<file path="config.mk">
export PLATFORM = sky130hd
export DESIGN_NAME = crp16_flag_unit_flat
export DESIGN_NICKNAME = d
export VERILOG_FILES = /design/src/rtl/crp16_flag_unit_if.sv /design/src/rtl/crp16_flag_unit.sv /design/src/flat_wrapper.sv
export SDC_FILE = /design/constraint.sdc
export NUM_CORES = 1
export LEC_CHECK = 0
export CORE_MARGIN = 5
export CORE_UTILIZATION = 35
export DETAILED_ROUTE_END_ITERATION = 16
export PLACE_DENSITY_LB_ADDON = 0.1
export SLEW_MARGIN = 0
export SYNTH_ARGS = -nofsm -noshare
export SYNTH_HDL_FRONTEND = slang
export SYNTH_SLANG_ARGS = --single-unit
</file>
<file path="constraint.sdc">
create_clock -name clock -period 2.5 [get_ports clock]
set_input_delay 0.5 -clock clock [delete_from_list [all_inputs] [get_ports clock]]
set_output_delay 0.5 -clock clock [all_outputs]
set_load 0.1 [all_outputs]
</file>
<file path="src/rtl/crp16_flag_unit_if.sv">
// CRP16 flag unit bus: ALU flag inputs, stack/query commands and the
// registered status outputs. The master drives commands; the flag unit is
// the slave.
interface crp16_flag_unit_if #(
  parameter int STACK_DEPTH = 4
) ();
  localparam int CW = $clog2(STACK_DEPTH + 1);

  logic          alu_v;
  logic          alu_c;
  logic          alu_n;
  logic          alu_z;
  logic          flag_we;
  logic          push;
  logic          pop;
  logic          err_clear;
  logic          cond_req;
  logic [3:0]    cond;
  logic [3:0]    flags;
  logic          cond_valid;
  logic          cond_true;
  logic [CW-1:0] stack_count;
  logic          stack_err;

  modport master (
    output alu_v, alu_c, alu_n, alu_z, flag_we, push, pop, err_clear,
           cond_req, cond,
    input  flags, cond_valid, cond_true, stack_count, stack_err
  );

  modport slave (
    input  alu_v, alu_c, alu_n, alu_z, flag_we, push, pop, err_clear,
           cond_req, cond,
    output flags, cond_valid, cond_true, stack_count, stack_err
  );
endinterface

</file>
<file path="src/rtl/crp16_flag_unit.sv">
// CRP16 status-flag register with a small LIFO of saved flag sets and a
// registered condition-code evaluator. Queries see the flags as they will be
// after this cycle's write/restore, so a branch can test freshly computed flags.
module crp16_flag_unit #(
  parameter int STACK_DEPTH = 4
) (
  input  logic               clock,
  input  logic               reset_n,
  crp16_flag_unit_if.slave   bus
);
  localparam int CW = $clog2(STACK_DEPTH + 1);
  localparam int IW = (STACK_DEPTH > 1) ? $clog2(STACK_DEPTH) : 1;

  // Flag layout is {V,C,N,Z}.
  logic [3:0]    flags_reg, flags_next;
  logic [CW-1:0] count_reg, count_next;
  logic          err_reg, err_next;
  logic          valid_reg;
  logic          true_reg, true_next;

  // Stack storage carries no reset; stack_count alone marks valid entries.
  logic [3:0]    stack_mem [STACK_DEPTH];

  logic          full, empty;
  logic          do_push, do_pop, err_new;
  logic [IW-1:0] wr_idx, top_idx;
  logic [3:0]    pop_data;
  logic [3:0]    alu_flags;

  assign alu_flags = {bus.alu_v, bus.alu_c, bus.alu_n, bus.alu_z};
  assign full      = (count_reg == CW'(STACK_DEPTH));
  assign empty     = (count_reg == '0);

  // Push and pop together cancel each other and count as a stack error.
  assign do_push = bus.push & ~bus.pop & ~full;
  assign do_pop  = bus.pop & ~bus.push & ~empty;
  assign err_new = (bus.push & bus.pop)
                 | (bus.push & ~bus.pop & full)
                 | (bus.pop & ~bus.push & empty);

  assign wr_idx   = IW'(count_reg);
  assign top_idx  = IW'(count_reg - CW'(1));
  assign pop_data = stack_mem[top_idx];

  // Condition table: codes come in complementary pairs (even code, odd =
  // its negation), including AL/NV, so only eight base terms are needed.
  logic [7:0]  cond_base;
  logic [15:0] cond_vec;

  assign cond_base[0] = flags_next[0];                                   // EQ
  assign cond_base[1] = flags_next[2];                                   // CS
  assign cond_base[2] = flags_next[1];                                   // MI
  assign cond_base[3] = flags_next[3];                                   // VS
  assign cond_base[4] = flags_next[2] & ~flags_next[0];                  // HI
  assign cond_base[5] = (flags_next[1] == flags_next[3]);                // GE
  assign cond_base[6] = ~flags_next[0] & (flags_next[1] == flags_next[3]); // GT
  assign cond_base[7] = 1'b1;                                            // AL

  generate
    for (genvar gi = 0; gi < 8; gi++) begin : g_cond_pair
      assign cond_vec[2*gi]   = cond_base[gi];
      assign cond_vec[2*gi+1] = ~cond_base[gi];
    end
  endgenerate

  // Next-state: a restore from the stack overrides an ALU flag write.
  always_comb begin
    flags_next = flags_reg;
    count_next = count_reg;
    err_next   = err_reg;
    true_next  = true_reg;
    if (do_pop) begin
      flags_next = pop_data;
      count_next = count_reg - CW'(1);
    end else if (bus.flag_we) begin
      flags_next = alu_flags;
    end
    if (do_push) begin
      count_next = count_reg + CW'(1);
    end
    if (err_new) begin
      err_next = 1'b1;
    end else if (bus.err_clear) begin
      err_next = 1'b0;
    end
    if (bus.cond_req) begin
      true_next = cond_vec[bus.cond];
    end
  end

  // Status registers and query response.
  always_ff @(posedge clock or negedge reset_n) begin
    if (!reset_n) begin
      flags_reg <= '0;
      count_reg <= '0;
      err_reg   <= 1'b0;
      valid_reg <= 1'b0;
      true_reg  <= 1'b0;
    end else begin
      flags_reg <= flags_next;
      count_reg <= count_next;
      err_reg   <= err_next;
      valid_reg <= bus.cond_req;
      true_reg  <= true_next;
    end
  end

  // Save the pre-write flags on push.
  always_ff @(posedge clock) begin
    if (do_push) begin
      stack_mem[wr_idx] <= flags_reg;
    end
  end

  assign bus.flags       = flags_reg;
  assign bus.stack_count = count_reg;
  assign bus.stack_err   = err_reg;
  assign bus.cond_valid  = valid_reg;
  assign bus.cond_true   = true_reg;
endmodule

</file>
<file path="src/flat_wrapper.sv">
// flat-port wrapper written by rule: the top's interface ports become plain ports
module crp16_flag_unit_flat 
#(
  parameter int STACK_DEPTH = 4
)
  (clock, reset_n, bus_alu_v, bus_alu_c, bus_alu_n, bus_alu_z, bus_flag_we, bus_push, bus_pop, bus_err_clear, bus_cond_req, bus_cond, bus_flags, bus_cond_valid, bus_cond_true, bus_stack_count, bus_stack_err);
  crp16_flag_unit_if #(.STACK_DEPTH(STACK_DEPTH)) bus_i ();
  input  logic clock;
  input  logic reset_n;
  input wire logic [$bits(bus_i.alu_v)-1:0] bus_alu_v;
  input wire logic [$bits(bus_i.alu_c)-1:0] bus_alu_c;
  input wire logic [$bits(bus_i.alu_n)-1:0] bus_alu_n;
  input wire logic [$bits(bus_i.alu_z)-1:0] bus_alu_z;
  input wire logic [$bits(bus_i.flag_we)-1:0] bus_flag_we;
  input wire logic [$bits(bus_i.push)-1:0] bus_push;
  input wire logic [$bits(bus_i.pop)-1:0] bus_pop;
  input wire logic [$bits(bus_i.err_clear)-1:0] bus_err_clear;
  input wire logic [$bits(bus_i.cond_req)-1:0] bus_cond_req;
  input wire logic [$bits(bus_i.cond)-1:0] bus_cond;
  output wire logic [$bits(bus_i.flags)-1:0] bus_flags;
  output wire logic [$bits(bus_i.cond_valid)-1:0] bus_cond_valid;
  output wire logic [$bits(bus_i.cond_true)-1:0] bus_cond_true;
  output wire logic [$bits(bus_i.stack_count)-1:0] bus_stack_count;
  output wire logic [$bits(bus_i.stack_err)-1:0] bus_stack_err;
  assign bus_i.alu_v = bus_alu_v;
  assign bus_i.alu_c = bus_alu_c;
  assign bus_i.alu_n = bus_alu_n;
  assign bus_i.alu_z = bus_alu_z;
  assign bus_i.flag_we = bus_flag_we;
  assign bus_i.push = bus_push;
  assign bus_i.pop = bus_pop;
  assign bus_i.err_clear = bus_err_clear;
  assign bus_i.cond_req = bus_cond_req;
  assign bus_i.cond = bus_cond;
  assign bus_flags = bus_i.flags;
  assign bus_cond_valid = bus_i.cond_valid;
  assign bus_cond_true = bus_i.cond_true;
  assign bus_stack_count = bus_i.stack_count;
  assign bus_stack_err = bus_i.stack_err;
  crp16_flag_unit #(.STACK_DEPTH(STACK_DEPTH)) u_core (.clock(clock), .reset_n(reset_n), .bus(bus_i));
endmodule
</file>
==> impl_metrics.tcl <==
set metrics [dict create \
    slew_headroom_pct 59.9 \
    netSwitchingPower_uw 1050 \
    die_y_um 73.3 \
    cts_max_level 1 \
    totalWireLength_mm 2.80 \
    synth_area_per_cell_um2 14.9 \
    placed_cells 174 \
    whs_ps 553 \
    fillers 362 \
    yosysUniqueCellTypes 31 \
    nets 149 \
    swShare_pct 46.7 \
    fp-row-count 23 \
    cts_sinks 26 \
    final.period_utilization_pct 93.1 \
    ys_seq_area_share_pct 52.0 \
    syn_to_final_growth_pct 28.1 \
    setup_violations 0 \
    start_util_pct 35.6 \
    required_ps 2700 \
    maxCapViolCount 0 \
    worst_slack_ps 172 \
    wl_met1_mm 1.26 \
    dieWidth_um 73.3 \
    wire_per_inst_um 15.7 \
    start_kind "flip-flop" \
    met2_length_mm 1.37 \
    design_area_um2 1800 \
    ys_ff_latch 26 \
    vias 855 \
    holdBufCountCts 0 \
    worst_pin_slew_ps 600 \
    drive_above_1_share_pct 36.7 \
    hold_viol_final 0 \
    insertion_delay_ps 270 \
    gr-usage-all-layers_pct 11.6 \
    path_max_fanout 6 \
    finalNonFillerCells 178 \
    grt_max_degree 15 \
    period_needed_ps 2330 \
    viasPerCell 4.80 \
    clkPwrFrac_pct 10.8 \
    hp-class "reg -> reg" \
    syn_area_um2 1400 \
    critPathCaptureType "flip-flop" \
    fmax_ghz 0.429 \
    first_pass_iters 2 \
    cts_tree "done" \
    p_seq_share_pct 32.1 \
    wl_met3_um 115 \
    placed_cell_area_um2 1750 \
    port_buffers 24 \
    core_um2 3940 \
    syn_nets 114 \
    numCtsBuffers 3 \
    grt-ovfl-total 0 \
    multiInputGateArea_um2 646 \
    status "finished clean" \
    place.gp.congestion 0.771 \
    grt_pass1_wl_mm 4.56 \
    clk_pin_slew_ps 90 \
    ir_worst_vdd_uv 705 \
    skew_ps 1.89 \
    cts_max_path_buffers 2 \
    cts-root-buf "clkbuf_8" \
    comb_power_share_pct 57.1 \
    cp.arrival_ps 2530 \
    drtIter0Drc 18 \
    p_leak_uw 0.000701 \
    ys_warn_count 0 \
    first_global_vias 955 \
    synth.top_cell.area_share_pct 34.2 \
    synth_area_leaders "edfxtp_1 (34%), dfrtp_1 (18%), mux4_2 (9.6%)" \
    largest_reg_flops 16 \
    p_per_area_nw_per_um2 1250 \
    route.detailed.drc 0 \
    intPower_uw 1200 \
    dieArea_um2 5380 \
    routed.top_layer "met4" \
    rsz0062_at_grt "false" \
    slew_violations 0 \
    pre_cts_ws_ps -112 \
    detail-route-antenna-nets 0 \
    num_io_pins 25 \
    num_antenna_cells 0 \
    critical_path_class "reg -> reg" \
    dp.final_hpwl_mm 2.19 \
    synth_area_leader_cell "edfxtp_1" \
    p_total_uw 2250 \
    antenna_found_initial 0 \
    register_area_um2 738 \
    syn_inst 94 \
]
[path summary, 6_finish.rpt]
path                                                 from                         to  slack [ps]  depth (start not counted)
worst max-delay path            u_core.bus.stack_count[1]       u_core.bus.cond_true         170                          9
worst min-delay path            u_core.bus.stack_count[2]  u_core.bus.stack_count[2]         550                          1
worst max register to register  u_core.bus.stack_count[1]       u_core.bus.cond_true         170                          9
worst min register to register  u_core.bus.stack_count[2]  u_core.bus.stack_count[2]         550                          1
max in group asynchronous                         reset_n  u_core.bus.stack_count[0]        1450                          1
min in group asynchronous                         reset_n        u_core.bus.flags[3]         600                          1
[Yosys cell counts]
master,n
or3b_1,1
inv_2,1
nor2b_1,2
nand4b_1,1
ha_1,5
nor3b_4,1
a21oi_1,5
edfxtp_1,16
o21a_1,1
buf_6,2
dfrtp_1,10
a211oi_1,1
nor2_1,1
a41oi_1,1
xor2_1,4
and3_2,1
inv_1,4
mux2_2,6
mux4_1,1
mux2i_1,3
o211ai_2,1
mux2_4,2
xnor2_1,4
and2b_2,1
mux2_1,1
mux4_2,6
o21ai_0,2
clkbuf_2,1
nand3b_1,2
and3_1,5
nand2_1,2
[power by group through the flow]
stage          clock network [uW]  logic [uW]  registers [uW]
2_1_floorplan                   0         553            1190
3_3_place_gp                    0        1300             727
3_5_place_dp                    0        1300             735
4_1_cts                       256        1310             728
5_1_grt                       271        1370             747
6_report                      243        1290             722
[worst max-delay path, stage by stage (launching register included)]
cell	delay [ps]
dfrtp_4	440
inv_1	80
ha_4	160
nor2b_2	170
nor3b_4	160
buf_4	180
mux2_4	310
or3b_1	380
and3_1	210
o211ai_2	150
[routing by layer]
layer,up-vias,GRT usage [%]
met5,-,0
met4,0,5.43
met3,4,2.33
met2,15,19.4
met1,415,14.4
li1,421,-
[cells by family after synthesis]
kind of cell    share of synthesized area, %
buf+inv                                 3.30
flops                                   52.0
xor+xnor                                4.99
fa+ha+maj                               4.46
mux                                     21.4
compound gates                          5.08
simple gates                            8.73
[per-stage QoR]
| step | TNS, ps | util (%) |
|---|---|---|
| after floorplan | -90.8 | - |
| after global placement | -93.4 | 44.4 |
| after detailed placement | -112 | 44.4 |
| after CTS | 0 | 45.5 |
| after global routing | 0 | 45.6 |
| final | 0 | 45.6 |
[area by class of cell]
cell class / count / area share (%)
repair buffers: 33 / 15.7
clock buffers: 4 / 2.51
flip-flops and latches: 26 / 41.1
well taps: 50 / 3.48
multi-input cells: 60 / 35.9
inverters: 5 / 1.32
[placed cells by master (no fill, tap or decap), types with 2 or more instances in the layout]
| master | n |
|---|---|
| buf_4 | 19 |
| edfxtp_1 | 16 |
| clkdlybuf4s50_1 | 14 |
| dfrtp_1 | 8 |
| mux4_2 | 7 |
| mux2_2 | 6 |
| a21oi_1 | 5 |
| and3_1 | 5 |
| inv_1 | 4 |
| xnor2_1 | 4 |
| xor2_1 | 4 |
| ha_1 | 4 |
| mux2i_1 | 3 |
| clkbuf_8 | 3 |
| mux2_4 | 2 |
| nand2_1 | 2 |
| o21ai_0 | 2 |
| nand3b_1 | 2 |
| dfrtp_4 | 2 |
[repair_timing]
item                                   in CTS  in global routing
setup endpoints to repair                   0                  1
setup buffers                               0                  0
endpoints found under the hold margin       0                  0
resized for setup                           0                  1
No activity file was read; power rests on OpenSTA's default activity.
